--- config.mk ---
export PLATFORM = sky130hd
export DESIGN_NAME = coin_credit_ctrl
export DESIGN_NICKNAME = d
export VERILOG_FILES = /design/src/rtl/vending_pkg.sv /design/src/rtl/change_dispenser.sv /design/src/rtl/coin_credit_ctrl.sv
export SDC_FILE = /design/constraint.sdc
export NUM_CORES = 1
export LEC_CHECK = 0
export CAP_MARGIN = 20
export CORE_MARGIN = 2
export CORE_UTILIZATION = 52
export DETAILED_ROUTE_END_ITERATION = 7
export GPL_TIMING_DRIVEN = 0
export PLACE_DENSITY_LB_ADDON = 0.05
export SETUP_SLACK_MARGIN = 0.2
export SYNTH_ARGS = -nofsm -noshare
export SYNTH_HDL_FRONTEND = slang
export SYNTH_SLANG_ARGS = --single-unit
export TNS_END_PERCENT = 20
--- constraint.sdc ---
create_clock -name clk -period 3.9 [get_ports clk]
set_input_delay 1.17 -clock clk [delete_from_list [all_inputs] [get_ports clk]]
set_output_delay 1.17 -clock clk [all_outputs]
set_load 0.01 [all_outputs]
--- src/rtl/vending_pkg.sv ---
// Shared types and constants for the coin credit controller.
package vending_pkg;

    localparam int unsigned CREDIT_W = 7;

    typedef logic [CREDIT_W-1:0] credit_t;

    typedef enum logic {
        ST_IDLE   = 1'b0,
        ST_CHANGE = 1'b1
    } state_e;

    // Coin values in 100-won units
    localparam credit_t COIN_100_VAL  = credit_t'(1);
    localparam credit_t COIN_500_VAL  = credit_t'(5);
    localparam credit_t COIN_1000_VAL = credit_t'(10);

    // Total value of the coin pulses seen in one cycle (maximum 16)
    function automatic credit_t coin_sum(input logic c100, input logic c500, input logic c1000);
        credit_t s;
        s = '0;
        if (c100)  s = s + COIN_100_VAL;
        if (c500)  s = s + COIN_500_VAL;
        if (c1000) s = s + COIN_1000_VAL;
        return s;
    endfunction

endpackage

--- src/rtl/change_dispenser.sv ---
// Change payout sequencer: loads the refunded amount and emits one change coin
// per cycle (500 while at least 5 remain, otherwise 100) until nothing is left.
module change_dispenser
    import vending_pkg::*;
(
    input  logic                clk,
    input  logic                rst_n,
    input  logic                load_i,
    input  logic [CREDIT_W-1:0] amount_i,
    output logic                change_500_o,
    output logic                change_100_o,
    output logic                busy_o,
    output logic [CREDIT_W-1:0] remaining_o,
    output logic                done_o
);

    credit_t remaining_q;
    credit_t remaining_d;
    credit_t src;
    logic    emit;
    logic    big;
    logic    c500_q;
    logic    c100_q;
    logic    busy_q;

    // Pick the coin for this cycle; a load pays out its first coin immediately
    always_comb begin
        src         = load_i ? amount_i : remaining_q;
        emit        = (load_i || busy_q) && (src != '0);
        big         = (src >= COIN_500_VAL);
        remaining_d = remaining_q;
        if (emit) begin
            remaining_d = src - (big ? COIN_500_VAL : COIN_100_VAL);
        end
    end

    // Payout state; busy is held one extra cycle after the last coin
    always_ff @(posedge clk or negedge rst_n) begin
        if (!rst_n) begin
            remaining_q <= '0;
            c500_q      <= 1'b0;
            c100_q      <= 1'b0;
            busy_q      <= 1'b0;
        end else begin
            remaining_q <= remaining_d;
            c500_q      <= emit && big;
            c100_q      <= emit && !big;
            busy_q      <= emit;
        end
    end

    assign change_500_o = c500_q;
    assign change_100_o = c100_q;
    assign busy_o       = busy_q;
    assign remaining_o  = remaining_q;
    assign done_o       = busy_q && (remaining_q == '0);

endmodule

--- src/rtl/coin_credit_ctrl.sv ---
// Coin credit controller: accumulates coins, vends items against credit and
// hands the balance back as change coins on refund.
module coin_credit_ctrl
    import vending_pkg::*;
#(
    parameter int unsigned MAX_CREDIT = 99,
    parameter int unsigned PRICE0     = 3,
    parameter int unsigned PRICE1     = 5,
    parameter int unsigned PRICE2     = 8,
    parameter int unsigned PRICE3     = 12
) (
    input  logic                clk,
    input  logic                rst_n,
    input  logic                coin_100,
    input  logic                coin_500,
    input  logic                coin_1000,
    input  logic                buy,
    input  logic [1:0]          item_sel,
    input  logic                refund,
    output logic [CREDIT_W-1:0] credit,
    output logic                dispense,
    output logic [1:0]          dispense_item,
    output logic                deny,
    output logic                coin_return,
    output logic                change_500,
    output logic                change_100,
    output logic                busy
);

    localparam logic [CREDIT_W:0] MAX_W = (CREDIT_W+1)'(MAX_CREDIT);

    state_e           state_q;
    credit_t          credit_q;
    logic             dispense_q;
    logic [1:0]       dispense_item_q;
    logic             deny_q;
    logic             coin_return_q;

    logic             coin_any;
    credit_t          coin_val;
    credit_t          price;
    logic             buy_ok;
    credit_t          post_buy;
    logic [CREDIT_W:0] coin_total;
    logic             coin_ok;
    logic             refund_go;

    logic             chg_busy;
    logic             chg_done;
    credit_t          chg_remaining;

    // Purchase and coin-acceptance decisions from the pre-cycle credit
    // NOTE: every always_comb output gets a default first so no path leaves it unassigned, which would infer a latch.
    always_comb begin
        coin_any = coin_100 | coin_500 | coin_1000;
        coin_val = coin_sum(coin_100, coin_500, coin_1000);
        price    = credit_t'(PRICE0);
        case (item_sel)
            2'd0:    price = credit_t'(PRICE0);
            2'd1:    price = credit_t'(PRICE1);
            2'd2:    price = credit_t'(PRICE2);
            default: price = credit_t'(PRICE3);
        endcase
        buy_ok     = buy && (credit_q >= price);
        post_buy   = buy_ok ? (credit_q - price) : credit_q;
        coin_total = {1'b0, post_buy} + {1'b0, coin_val};
        coin_ok    = (coin_total <= MAX_W);
        refund_go  = (state_q == ST_IDLE) && refund && (credit_q != '0);
    end

    // Main FSM with registered response pulses
    // NOTE: sequential state uses non-blocking assignments so every register samples pre-edge values.
    always_ff @(posedge clk or negedge rst_n) begin
        if (!rst_n) begin
            state_q         <= ST_IDLE;
            credit_q        <= '0;
            dispense_q      <= 1'b0;
            dispense_item_q <= 2'd0;
            deny_q          <= 1'b0;
            coin_return_q   <= 1'b0;
        end else begin
            dispense_q      <= 1'b0;
            dispense_item_q <= 2'd0;
            deny_q          <= 1'b0;
            coin_return_q   <= 1'b0;
            case (state_q)
                ST_IDLE: begin
                    if (refund_go) begin
                        // Whole balance moves into the dispenser
                        state_q       <= ST_CHANGE;
                        credit_q      <= '0;
                        coin_return_q <= coin_any;
                    end else begin
                        if (buy) begin
                            dispense_q      <= buy_ok;
                            dispense_item_q <= buy_ok ? item_sel : 2'd0;
                            deny_q          <= !buy_ok;
                        end
                        credit_q      <= coin_ok ? coin_total[CREDIT_W-1:0] : post_buy;
                        coin_return_q <= coin_any && !coin_ok;
                    end
                end
                ST_CHANGE: begin
                    coin_return_q <= coin_any;
                    deny_q        <= buy;
                    if (chg_done) begin
                        state_q <= ST_IDLE;
                    end
                end
                default: state_q <= ST_IDLE;
            endcase
        end
    end

    change_dispenser u_change (
        .clk          (clk),
        .rst_n        (rst_n),
        .load_i       (refund_go),
        .amount_i     (credit_q),
        .change_500_o (change_500),
        .change_100_o (change_100),
        .busy_o       (chg_busy),
        .remaining_o  (chg_remaining),
        .done_o       (chg_done)
    );

    // While paying out, the visible credit is what is still owed
    assign credit        = chg_busy ? chg_remaining : credit_q;
    assign busy          = chg_busy;
    assign dispense      = dispense_q;
    assign dispense_item = dispense_item_q;
    assign deny          = deny_q;
    assign coin_return   = coin_return_q;

endmodule
# ---- Word level (Yosys, flattened, before mapping)
# Cells that the tools add are included.
# W data, S select, Z words.
dict set report word_totals {
  word_cells 64
  register_bits 23
  in_bits 9
}
dict set report classes {
  mux 25
  addsub 5
  n_eq_ne 2
  reduce_logical 16
  bitwise_logic 3
  order_cmp 3
}
# operator count
set op_table {}
lappend op_table {{$mux W7} 7}
lappend op_table {{$reduce_bool A7 Y1} 2}
lappend op_table {{$sub A7 B7 Y7} 2}
lappend op_table {{$pmux W4 S3} 1}
lappend op_table {{$mux W1} 9}
lappend op_table {{$add A7 B7 Y8} 1}
lappend op_table {{$le A8 B7 Y1 const B} 1}
lappend op_table {{$logic_and A1 B1 Y1} 8}
lappend op_table {{$mux W2} 4}
lappend op_table {{$add A7 B3 Y7 const B} 1}
lappend op_table {{$add A7 B4 Y7 const B} 1}
lappend op_table {{$ge A7 B3 Y1 const B} 1}
lappend op_table {{$ge A7 B7 Y1} 1}
lappend op_table {{$logic_not A7 Y1} 1}
lappend op_table {{$pmux W1 S2} 3}
lappend op_table {{$logic_not A1 Y1} 3}
lappend op_table {{$mux W3} 1}
lappend op_table {{$eq A2 B1 Y1 const B} 1}
lappend op_table {{$eq A2 B2 Y1 const B} 1}
lappend op_table {{$logic_not A2 Y1} 1}
lappend op_table {{$or A1 B1 Y1} 2}
lappend op_table {{$logic_or A1 B1 Y1} 1}
lappend op_table {{$not A1 Y1} 1}

# ---- Depth between registers and ports, before layout
dict set report depth {
  ltp_word 11
  mapped_depth 18
}

# ---- Hierarchy
# A second synthesis with hierarchy kept.
dict set report unflattened {
  hier_cells 244
  hier_area_um2 2122.0
}
# module area_per_inst_um2 seq_area_each_um2 instances cells_each
set modules_own_cells {}
lappend modules_own_cells {coin_credit_ctrl 1383.8 325.3 1 163}
lappend modules_own_cells {change_dispenser 738.2 250.2 1 81}

# ---- Worst setup path before layout
# OpenSTA, ideal clock, no wires.
dict set report synth_timing {
  path_type {input to register}
  from {input item_sel[0]}
  to {register credit_q[0]}
  arrival_ns 4.347
  setup_ns 0.128
  setup_slack_ns -0.575
  required_time_ns 3.772
  path_stages 16
  cell_sequence {inv_1 > nand2_1 > ha_1 > nand2b_1 > a2111oi_4 > o21ai_1 > mux2_2 > ha_1 > a21o_1 > a21oi_1 > nor2b_1 > a2111oi_0 > mux2i_1 > o32a_1 > buf_6 > mux2i_1}
}
dict set report synth_between {
  elab_chain_cells 9
  word_cells_on_any_way 12
  cone_classes {add/sub: 2; order compare: 2; eq/ne: 2; mux: 4; reduce/logical: 2}
}
# item line_no
set synth_lines {}
lappend synth_lines {{start, declared} coin_credit_ctrl.sv:18} ;# input logic [1:0] item_sel,
lappend synth_lines {{$eq A2 B2 Y1 (tied with other cells)} coin_credit_ctrl.sv:58} ;# case (item_sel)
lappend synth_lines {{$pmux W4 S3 (*)} coin_credit_ctrl.sv:58}
lappend synth_lines {{$ge A7 B7 Y1} coin_credit_ctrl.sv:64} ;# buy_ok = buy && (credit_q >= price);
lappend synth_lines {{$logic_and A1 B1 Y1} coin_credit_ctrl.sv:64}
lappend synth_lines {{$mux W7 (*)} coin_credit_ctrl.sv:65} ;# post_buy = buy_ok ? (credit_q - price) : credit_q;
lappend synth_lines {{$add A7 B7 Y8} coin_credit_ctrl.sv:66} ;# coin_total = {1'b0, post_buy} + {1'b0, coin_val};
lappend synth_lines {{$le A8 B7 Y1} coin_credit_ctrl.sv:67} ;# coin_ok = (coin_total <= MAX_W);
lappend synth_lines {{$mux W7 (*)} coin_credit_ctrl.sv:99} ;# credit_q <= coin_ok ? coin_total[CREDIT_W-1:0] : post_buy;
lappend synth_lines {{$mux W7 (*)} coin_credit_ctrl.sv:88} ;# if (refund_go) begin
lappend synth_lines {{end signal, assigned} coin_credit_ctrl.sv:99}
lappend synth_lines {{end, declared} coin_credit_ctrl.sv:33} ;# credit_t credit_q;
# Every way passes the cells marked *; elsewhere a longest branch is shown, timed or not.
# A chain may end at the register's enable or synchronous reset.

# ---- Worst setup path after layout
dict set report layout_timing {
  from {input item_sel[1]}
  to {register credit_q[1]}
}
# The elaborated chain is that of the path after synthesis.

==> metrics.yaml <==
floorplanning:
  die_area_mm2: 0.00477
  io_pins: 24
  die_w_um: 69.1
  initial_core_util_pct: 54.7
  core-area_mm2: 0.00403
  row_count: 23
  die_h_um: 69.1
timing:
  worst_pin_slew_ps: 607
  period_needed_ps: 4080
  hold_slack_ps: 559
  drv_slew: 0
  hold_viol: 0
  relSlewSlack_pct: 59.4
  setup_ws_ps: -182
  finalSetupViolCount: 8
  fin_tns_setup_ps: -1230
  skew_ps: 1.72
  timing.fmax_ghz: 0.245
  rsz0062_at_grt: "true"
  post-route-period-util_pct: 105
cells_and_area:
  final_nets: 316
  multiInputGateArea_mm2: 0.00173
  n_fill_cell: 325
  diodes: 0
  utilization_pct: 72.6
  ff_latch_area_um2: 576
  stdcell_count: 335
  area_delta_synth_final_pct: 32.7
  layout-drive-gt1-share_pct: 28.4
  final_area_mm2: 0.00292
clock_network:
  clock-sinks: 23
  cts_hold_buf: 0
  clk_latency_ps: 270
  cts_tree: "built"
  h-tree-depth: 1
  clkTransAtPathRegs_ps: 90
  cts_buffer_depth: 2
  clockRootBuffer: "clkbuf_8"
  numCtsBuffers: 3
worst_setup_path:
  cp_cell_sequence: "buf_12 -> inv_16 -> nand2_8 -> ha_4 -> nand2b_4 -> a2111oi_4 -> o21ai_4 -> mux2_4 -> fa_2 -> a21o_1 -> a21o_1 -> a21oi_2 -> a21oi_1 -> o32a_1 -> buf_6 -> mux2i_1"
  slowest_stage: "a2111oi_4"
  r2r_setup_slack_ps: 250
  critPathMaxFanout: 7
  cpLargestDelayFamily: "compound AO/OA/AOI/OAI gates"
  slowest_delay_ps: 390
  crit_top_cell: "a21o_1"
  worst-setup-path-type: "in2reg"
  endpoint_kind: "flip-flop"
  cp.required_ps: 4050
  crit_buf_inv: 3
  cp-start-kind: "input port"
  cp.arrival_ps: 4230
grt:
  grt_max_degree: 14
  grt_pass1_wl_um: 9950
  grt_pass1_vias: 2061
  overflow: 0
  track_usage_pct: 25.1
  antenna_found_initial: 0
power_and_ir_drop:
  p_leak_nw: 1.26
  cellPowerDensity_mw_per_mm2: 853
  peakVddDrop_uv: 490
  p_total_mw: 2.49
placement:
  dp_cells: 317
  portBuffers: 23
  pre_cts_ws_ps: -1340
  hpwl_um: 3940
  gp_congestion: 0.895
  dpl_cell_area_mm2: 0.00262
drt:
  num_vias: 2034
  wl_per_cell_um: 16.8
  ant_nets: 0
  via_per_inst: 6.07
  drtIter0Drc: 151
  firstDrtPassIters: 5
  drcViolationCount: 0
  drt-total-wl_um: 5620
synthesis:
  synth_ff_type: "dfrtp_1"
  avgSynthCellArea_um2: 9.07
  yosysWarnings: 0
  yosysUniqueCellTypes: 58
  ys_ff_latch: 23
  synth_nets: 273
  synth_top_area_share_pct: 26.1
  synth_cells: 243
  seq_area_frac_synth_pct: 26.1
  synth-edff-count: 0
  post-synth-top-area-cell: "dfrtp_1"
  syn_area_mm2: 0.00220
  synthArstFlopShare_pct: 100
  synth.area.top_cells: "dfrtp_1 26%, ha_1 11%, mux2_2 4.6%"
min_path:
  min_path_type: "reg2reg"
flow_run:
  maxCapViolCount: 0
outcome:
  violations: "setup timing"
  status: "finished with violations"
[final timing paths]
kind | from | end | depth (start not counted)
setup / recovery | item_sel[1] | credit_q[1] | 16
max in group asynchronous | rst_n | u_change.remaining_o[5] | 2
hold / removal | u_change.remaining_o[5] | u_change.remaining_o[5] | 1
hold reg to reg | u_change.remaining_o[5] | u_change.remaining_o[5] | 1
min in group asynchronous | rst_n | dispense_item[0] | 1
setup reg to reg | credit_q[0] | credit_q[1] | 14
[routing by layer]
layer  share of wire, %  up-vias  wire (um)  track usage [%]
li1                   -      980          -                -
met1                 48      987       2720             37.4
met2                 46       61       2590             38.5
met3                4.6        6        260             2.92
met4               0.78        0         44             6.75
met5                  0        -          0                0
[registers in the layout, summed over array words and instances (netlist names)]
name and count:
coin_return 1, credit_q 7, deny 1, dispense 1, dispense_item 2, state_q 1
u_change.busy_o 1, u_change.change_100_o 1, u_change.change_500_o 1, u_change.remaining_o 7
[power breakdown]
| part | switching, mW | internal [mW] | leakage, nW |
|---|---|---|---|
| Clock | 0.0837 | 0.0714 | 0.0255 |
| Sequential | 0.114 | 0.325 | 0.282 |
| Combinational | 0.971 | 0.930 | 0.956 |
| Total | 1.17 | 1.33 | 1.26 |
[cells in the mapped netlist, types with 2 or more instances]
| library cell | count |
|---|---|
| nor2_1 | 22 |
| nor3_1 | 5 |
| a22oi_1 | 11 |
| mux2i_1 | 8 |
| xor2_1 | 6 |
| a21oi_1 | 14 |
| nand2b_1 | 7 |
| nor2b_1 | 5 |
| nand2_1 | 14 |
| and2_1 | 3 |
| o21ai_0 | 11 |
| a211oi_1 | 2 |
| a32o_1 | 2 |
| a31oi_1 | 3 |
| xnor2_1 | 3 |
| nand3_1 | 3 |
| mux2_2 | 9 |
| o2111ai_1 | 2 |
| buf_2 | 3 |
| a21o_1 | 5 |
| inv_1 | 16 |
| o22ai_1 | 3 |
| fa_1 | 2 |
| ha_1 | 19 |
| buf_6 | 2 |
| o211ai_2 | 2 |
| clkbuf_1 | 4 |
| dfrtp_1 | 23 |
| o211ai_1 | 3 |
| o21a_1 | 2 |
| a2111oi_0 | 2 |
[repair_timing]
| action | 4_1_cts | 5_1_grt |
|---|---|---|
| resized for setup | 42 | 5 |
| buffers inserted | 13 | 1 |
| endpoints found under the hold margin | 0 | 0 |
| setup endpoints to repair | 12 | 12 |
| pin swaps | 20 | 5 |
[layout make-up]
type                            count  share of cell area [%]
Multi-Input combinational cell    194                    59.1
Sequential cell                    23                    19.7
Timing Repair Buffer               38                    12.3
Inverter                           16                    3.04
Buffer                             10                    2.14
Tap cell                           50                    2.14
Clock buffer                        3                    1.41
Clock inverter                      1                   0.171
[cell usage in the layout, fill, tap and decap left out, types with 6 or more instances in the layout]
cell type / n
nor2_1: 21
o21ai_0: 10
clkdlybuf4s50_1: 20
inv_1: 14
dfrtp_1: 23
xor2_1: 6
buf_4: 16
a22oi_1: 11
mux2_2: 8
a21oi_1: 10
ha_1: 11
mux2i_1: 7
nand2_1: 13
[logic make-up (layout without fill, tap and decap cells)]
logic type                 count (synthesis)  count (layout)  synth area share (%)
AOI/OAI and AO/OA                         76              76                  25.8
xor gates and xnor gates                  10              10                  4.32
adders and majority gates                 21              21                  12.6
buffers and inverters                     26              68                  5.45
DFF                                       23              23                  26.1
muxes                                     17              17                  8.23
and+or+nand+nor                           70              70                  17.4
Power figures use the tool's default switching activity.
